**src/rtl/iob_fifo2stream_pkg.sv**
```systemverilog
// Shared constants and helpers for iob_fifo2stream.
// With IOB_FIFO2STREAM_TLAST_EN defined, each buffer entry carries one extra m_last tag bit.
package iob_fifo2stream_pkg;

   localparam int unsigned BUF_DEPTH  = 2;
   localparam int unsigned DEF_DATA_W = 32;
   localparam int unsigned DEF_CNT_W  = 16;
   localparam int unsigned DEF_LEN_W  = 16;

`ifdef IOB_FIFO2STREAM_TLAST_EN
   localparam int unsigned TAG_W = 1;
`else
   localparam int unsigned TAG_W = 0;
`endif

   typedef logic [1:0] occ_t;

   // A read may issue only if its data is guaranteed a free buffer slot when it lands
   function automatic logic can_issue(input occ_t occ, input logic infl, input logic pop);
      logic [2:0] w_used;
      w_used = {1'b0, occ} + {2'b00, infl};
      return w_used < (3'(BUF_DEPTH) + {2'b00, pop});
   endfunction

endpackage

```
**src/rtl/iob_fifo2stream_buf.sv**
```systemverilog
// Two-entry in-order output buffer; the head entry drives the stream outputs directly from a register.
module iob_fifo2stream_buf
   import iob_fifo2stream_pkg::*;
#(
   parameter int unsigned W = 32
) (
   input  logic         clk,
   input  logic         rst,
   input  logic         i_push,
   input  logic [W-1:0] i_data,
   input  logic         i_pop,
   output logic [W-1:0] o_data,
   output logic         o_valid,
   output occ_t         o_occ
);

   logic [W-1:0] r_head;
   logic [W-1:0] r_tail;
   occ_t         r_occ;
   occ_t         w_slot;

   // Slot the incoming word lands in, after any same-cycle pop has shifted the tail forward
   assign w_slot = r_occ - 2'(i_pop);

   always_ff @(posedge clk) begin
      if (rst) begin
         // NOTE: both entries are cleared so m_data (and the last tag) read 0 out of reset
         r_head <= '0;
         r_tail <= '0;
         r_occ  <= '0;
      end else begin
         if (i_pop) begin
            r_head <= r_tail;
         end
         if (i_push) begin
            if (w_slot == 2'd0) begin
               r_head <= i_data;
            end else begin
               r_tail <= i_data;
            end
         end
         r_occ <= r_occ + 2'(i_push) - 2'(i_pop);
      end
   end

   assign o_data  = r_head;
   assign o_valid = (r_occ != 2'd0);
   assign o_occ   = r_occ;

endmodule

```
**src/rtl/iob_fifo2stream.sv**
```systemverilog
// Drains an iob FIFO read port into a valid/ready stream at one beat per cycle.
// Optional packet framing (m_last, pkt_len) is enabled by defining IOB_FIFO2STREAM_TLAST_EN.
module iob_fifo2stream
   import iob_fifo2stream_pkg::*;
#(
   parameter int unsigned DATA_W = DEF_DATA_W,
   parameter int unsigned CNT_W  = DEF_CNT_W,
   parameter int unsigned LEN_W  = DEF_LEN_W
) (
   input  logic              clk,
   input  logic              rst,
   input  logic              en,
   output logic              fifo_r_en,
   input  logic [DATA_W-1:0] fifo_r_data,
   input  logic              fifo_r_empty,
   output logic              m_valid,
   output logic [DATA_W-1:0] m_data,
   input  logic              m_ready,
   output logic [CNT_W-1:0]  beat_cnt
`ifdef IOB_FIFO2STREAM_TLAST_EN
   ,
   output logic              m_last,
   input  logic [LEN_W-1:0]  pkt_len
`endif
);

   localparam int unsigned BUF_W = DATA_W + TAG_W;

   logic             r_infl;
   logic [CNT_W-1:0] r_beat_cnt;
   logic             w_pop;
   occ_t             w_occ;
   logic [BUF_W-1:0] w_push_data;
   logic [BUF_W-1:0] w_head;

   assign w_pop = m_valid & m_ready;

   // m_ready reaches fifo_r_en combinationally so a pop frees a slot in the same cycle
   assign fifo_r_en = en & ~fifo_r_empty & ~rst & can_issue(w_occ, r_infl, w_pop);

   always_ff @(posedge clk) begin
      if (rst) begin
         r_infl     <= 1'b0;
         r_beat_cnt <= '0;
      end else begin
         r_infl     <= fifo_r_en;
         r_beat_cnt <= r_beat_cnt + CNT_W'(w_pop);
      end
   end

   assign beat_cnt = r_beat_cnt;

`ifdef IOB_FIFO2STREAM_TLAST_EN
   logic [LEN_W-1:0] r_pkt_pos;
   logic [LEN_W-1:0] r_pkt_len;
   logic [LEN_W-1:0] w_len;
   logic             w_last;

   // Packet length is taken live on the first beat, then held for the rest of the packet
   assign w_len  = (r_pkt_pos == '0) ? pkt_len : r_pkt_len;
   assign w_last = (w_len == '0) || (r_pkt_pos == w_len - LEN_W'(1));

   always_ff @(posedge clk) begin
      if (rst) begin
         r_pkt_pos <= '0;
         r_pkt_len <= '0;
      end else if (r_infl) begin
         if (r_pkt_pos == '0) begin
            r_pkt_len <= pkt_len;
         end
         r_pkt_pos <= w_last ? '0 : r_pkt_pos + LEN_W'(1);
      end
   end

   assign w_push_data = {w_last, fifo_r_data};
   assign m_last      = w_head[DATA_W];
`else
   assign w_push_data = fifo_r_data;
`endif

   iob_fifo2stream_buf #(
      .W(BUF_W)
   ) u_buf (
      .clk    (clk),
      .rst    (rst),
      .i_push (r_infl),
      .i_data (w_push_data),
      .i_pop  (w_pop),
      .o_data (w_head),
      .o_valid(m_valid),
      .o_occ  (w_occ)
   );

   assign m_data = w_head[DATA_W-1:0];

endmodule

```
**config.mk**
```make
export PLATFORM = sky130hd
export DESIGN_NAME = iob_fifo2stream
export DESIGN_NICKNAME = d
export VERILOG_FILES = /design/src/rtl/iob_fifo2stream_pkg.sv /design/src/rtl/iob_fifo2stream_buf.sv /design/src/rtl/iob_fifo2stream.sv
export SDC_FILE = /design/constraint.sdc
export NUM_CORES = 1
export LEC_CHECK = 0
export BUFFER_PORTS_ARGS = -buffer_cell sky130_fd_sc_hd__buf_4
export CAP_MARGIN = 0
export CORE_ASPECT_RATIO = 1.5
export CORE_MARGIN = 1.5
export CORE_UTILIZATION = 47
export DETAILED_ROUTE_END_ITERATION = 8
export PLACE_DENSITY = 0.79
export SLEW_MARGIN = 20
export SYNTH_ARGS = -nofsm -noshare
export SYNTH_HDL_FRONTEND = slang
export SYNTH_SLANG_ARGS = --single-unit
```
**constraint.sdc**
```tcl
create_clock -name clk -period 2.38 [get_ports clk]
set_input_delay 0 -clock clk [delete_from_list [all_inputs] [get_ports clk]]
set_output_delay 0 -clock clk [all_outputs]
set_load 0.03 [all_outputs]
```
==> flow_results.org <==
** Worst setup path
- Critical path startpoint :: u_buf.o_occ[1]$_SDFF_PP0_
- The worst setup path is captured at a flip-flop.
- Required time of the critical path :: 2.60 ns
- STA classifies the critical path startpoint as a flip-flop.
- In this run the worst path has a maximum fanout of 33.
- Data arrives at the worst endpoint at 2.34 ns.
- Start of the worst register-to-register path :: u_buf.o_occ[1]$_SDFF_PP0_
- Setup CP Type :: flip-flop to flip-flop

** Place
- Total placed cells including tap cells :: 581
- Buffers added on ports :: 86
- Dpl ws :: 0.323 ns
- Routability-driven placement finished with a final weighted congestion of 0.825.
- Placed wire-length estimate :: 5600 µm

** Synth
- Post-synth top cells :: sky130_fd_sc_hd__nand2_1 (131), sky130_fd_sc_hd__dfxtp_1 (83), sky130_fd_sc_hd__nor2_1 (47), sky130_fd_sc_hd__a21oi_1 (34), sky130_fd_sc_hd__a311oi_2 (32)
- For this run, the number of Yosys warnings is 0.
- Yosys mapped the design onto 34 distinct sky130hd cell types.
- Synthesized flop and latch total :: 83
- For this run, asynchronously set or reset flops after synthesis account for 0%.
- Mean cell area of the mapped netlist :: 8.73 µm²
- After technology mapping, the gate count stands at 415.
- Most common cell in the synthesized netlist :: sky130_fd_sc_hd__nand2_1
- For this run, the leading register cell type out of synthesis is sky130_fd_sc_hd__dfxtp_1.
- By area the synthesized netlist is led by sky130_fd_sc_hd__dfxtp_1 (46%), sky130_fd_sc_hd__nand2_1 (14%), sky130_fd_sc_hd__a311oi_2 (13%).
- After synthesis, flip-flops and latches occupy 45.8% of the total area.
- Cell area after synthesis :: 3620 µm²
- Area leader, netlist :: sky130_fd_sc_hd__dfxtp_1
- Number of flops mapped to enable cells by yosys :: 0
- Synth top area share :: 45.8%
- Synthesis produced a netlist with a net count of 457.

** Cells and area
- Number of standard cells in the final layout excluding fillers :: 631
- Count of inserted antenna diode cells :: 0
- Final cell utilization of the core :: 65.1%
- In the final design database the tool counted 566 nets.
- In the final layout, the share of cells above drive strength 1 is 27.4%.
- Layout Area Growth over Synthesis :: 35.9%

** Floorplanning
- Site row count :: 39
- Die ar. :: 8260 µm²
- The core region is 7560 µm².
- Measured along the x axis, the die boundary spans 74.7 µm.
- Top-Level Pins :: 87
- The die is 111 µm tall.
- Starting Density :: 47.9%

** Power
- The analysis attributes to cell leakage a power of 1.90 nW.
- Clk network pwr share :: 44.8%
- Switching power summed over all nets :: 0.739 mW
- Per report_power, the combinational group accounts for 10.6% of the total.
- In this run the power density over the cells is 657 nW/µm².
- Reg power frac :: 44.6%
- Net switching share of the total power :: 22.9%
- IR analysis of the VDD net gives a maximum drop of 0.000510 V.
- Internal Pwr Total :: 2.50 mW

** Hold path
- The worst hold path begins at m_ready.
- HP Class :: primary input to flip-flop

** GRT
- Grt total ovfl :: 0
- GRT Overall Usage :: 22.6%
- The first global-routing pass estimated 14700 µm of wire.
- The number of global-route vias before repair came to 3313.
- The initial antenna violation count came to 0.
- Entering global routing, the biggest net connects 62 pins.

** Clock network
- Sinks on the clock net :: 83
- After clock tree synthesis, the repair step resized 0 gates.
- Clock tree from TritonCTS :: done
- CTS max path bufs :: 2
- CTS placed an instance of sky130_fd_sc_hd__clkbuf_16 at the clock tree root.
- After clock tree synthesis, the clock-pin slew on the worst setup and hold paths is 0.06 ns.
- For the worst-skew pair, the clock arrives at the later sink with an insertion delay of 0.33 ns.
- Counting the buffers created by CTS gives 9.
- In this run the number of H-tree levels came out at 3.

** Timing
- Hold is met by 0.155 ns.
- Post-layout minimum cycle time :: 2.12 ns
- At the pin with the least slew margin, the transition time is 0.742 ns.
- Setup violations remaining at the end of the flow were counted as 0.
- Headroom to the max-slew limit came out at 50.5%.
- After routing, the total negative slack on setup checks comes to 0 ns.
- Between clock sinks in the finished design, the worst skew comes to 0.00501 ns.
- Final hold violation count :: 0
- RSZ-0062 raised after global routing :: no
- Max Slew Vio Count :: 0
- Maximum frequency from static timing analysis :: 472 MHz
- PnR worst setup slack :: 0.262 ns
- In the finished design, the share of the clock period the worst path needs comes to 89.0%.

** Run
- Max_cap viols :: 0

** Drt
- Number of remaining DRC errors :: 0
- Dividing the detail-routed wire length by the instance count gives 14.1 µm.
- The routed design has 8900 µm of wire.
- The routed layout has 3355 vias.
- In this run, the number of DRC markers left after iteration 0 of detailed routing was 141.
- Remaining antenna violation count after routing :: 0
- Number of detailed-route iterations in the first pass :: 4
- Number of vias per cell :: 5.32

** Outcome
- The flow ran to the end, and the final reports show no timing, DRC or antenna violations.
-- worst max-delay path: stages (launching register included) --
cell	delay, ns
sky130_fd_sc_hd__dfxtp_1	0.37
sky130_fd_sc_hd__or2_4	0.29
sky130_fd_sc_hd__nand2_4	0.08
sky130_fd_sc_hd__buf_4	0.35
sky130_fd_sc_hd__o21ai_0	0.15
sky130_fd_sc_hd__and4b_1	0.20
sky130_fd_sc_hd__dlygate4sd3_1	0.55
-- registers in the layout, indices dropped and copies added, names as in the netlist --
signal and count:
beat_cnt 16, u_buf.o_data 32, u_buf.o_occ 2, r_infl 1
u_buf.r_tail 32
-- cells in the final DEF, fill, tap and decap left out, types with 7 or more instances in the layout --
cell type and count:
sky130_fd_sc_hd__nor2_1 47, sky130_fd_sc_hd__a21oi_1 34, sky130_fd_sc_hd__dlygate4sd3_1 34, sky130_fd_sc_hd__dfxtp_1 83
sky130_fd_sc_hd__xor2_1 7, sky130_fd_sc_hd__clkbuf_16 9, sky130_fd_sc_hd__nand4_1 7, sky130_fd_sc_hd__buf_4 91
sky130_fd_sc_hd__nand2_1 131, sky130_fd_sc_hd__a311oi_2 32
-- area by class of cell --
class	instances	area, µm²
flip-flops and latches	83	1660
multi-input cells	302	1770
fillers	592	2640
clock buffers	11	233
inverters	2	10.0
well taps	102	128
clock inverters	5	77.6
repair buffers	126	1040
-- repair_timing --
item / in CTS / in global routing
hold buffers: 34 / 0
buffers inserted: 0 / 0
endpoints found under the hold margin: 35 / 0
-- metrics by stage --
stage | power (mW) | instance area [µm²]
floorplan | 1.65 | 3620
global placement | 1.77 | 4280
detailed placement | 1.77 | 4280
CTS | 3.26 | 4930
global route | 3.34 | 4930
finish | 3.24 | 4930
-- routing by layer --
layer	vias to the layer above	track usage, %	share of wire [%]	wire (µm)
met5	-	0	0	0
met4	0	11.8	3.2	282
met3	22	3.92	5.0	447
met2	121	38.0	51	4560
met1	1582	26.4	41	3610
li1	1630	-	-	-
-- final timing paths --
kind                                   end  slack [ns]  cells after the start
max reg2reg              r_infl$_SDFF_PP0_        0.26                      6
min            u_buf.o_data[23]$_SDFF_PP0_        0.15                      5
min reg2reg  u_buf.r_tail[26]$_SDFFE_PP0P_        0.45                      2
max                      r_infl$_SDFF_PP0_        0.26                      6
-- logic make-up after synthesis --
group                    Yosys count  share of synthesized area (%)
AND/OR/NAND/NOR                  212                           24.8
flip-flops                        83                           45.8
AO/OA/AOI/OAI                     72                           19.0
buffers and inverters             30                           5.38
XOR/XNOR                          12                           2.90
adder cells (fa/ha/maj)            5                           1.73
multiplexers                       1                          0.311
-- power by group through the flow --
| stage | combinational, mW | sequential (mW) | clock, mW |
|---|---|---|---|
| final | 0.344 | 1.44 | 1.45 |
| after global routing | 0.367 | 1.45 | 1.53 |
| after CTS | 0.344 | 1.44 | 1.47 |
| after detailed placement | 0.298 | 1.47 | 0 |
| after global placement | 0.294 | 1.47 | 0 |
| after floorplan | 0.127 | 1.53 | 0 |
No activity file was read; power rests on OpenSTA's default activity.
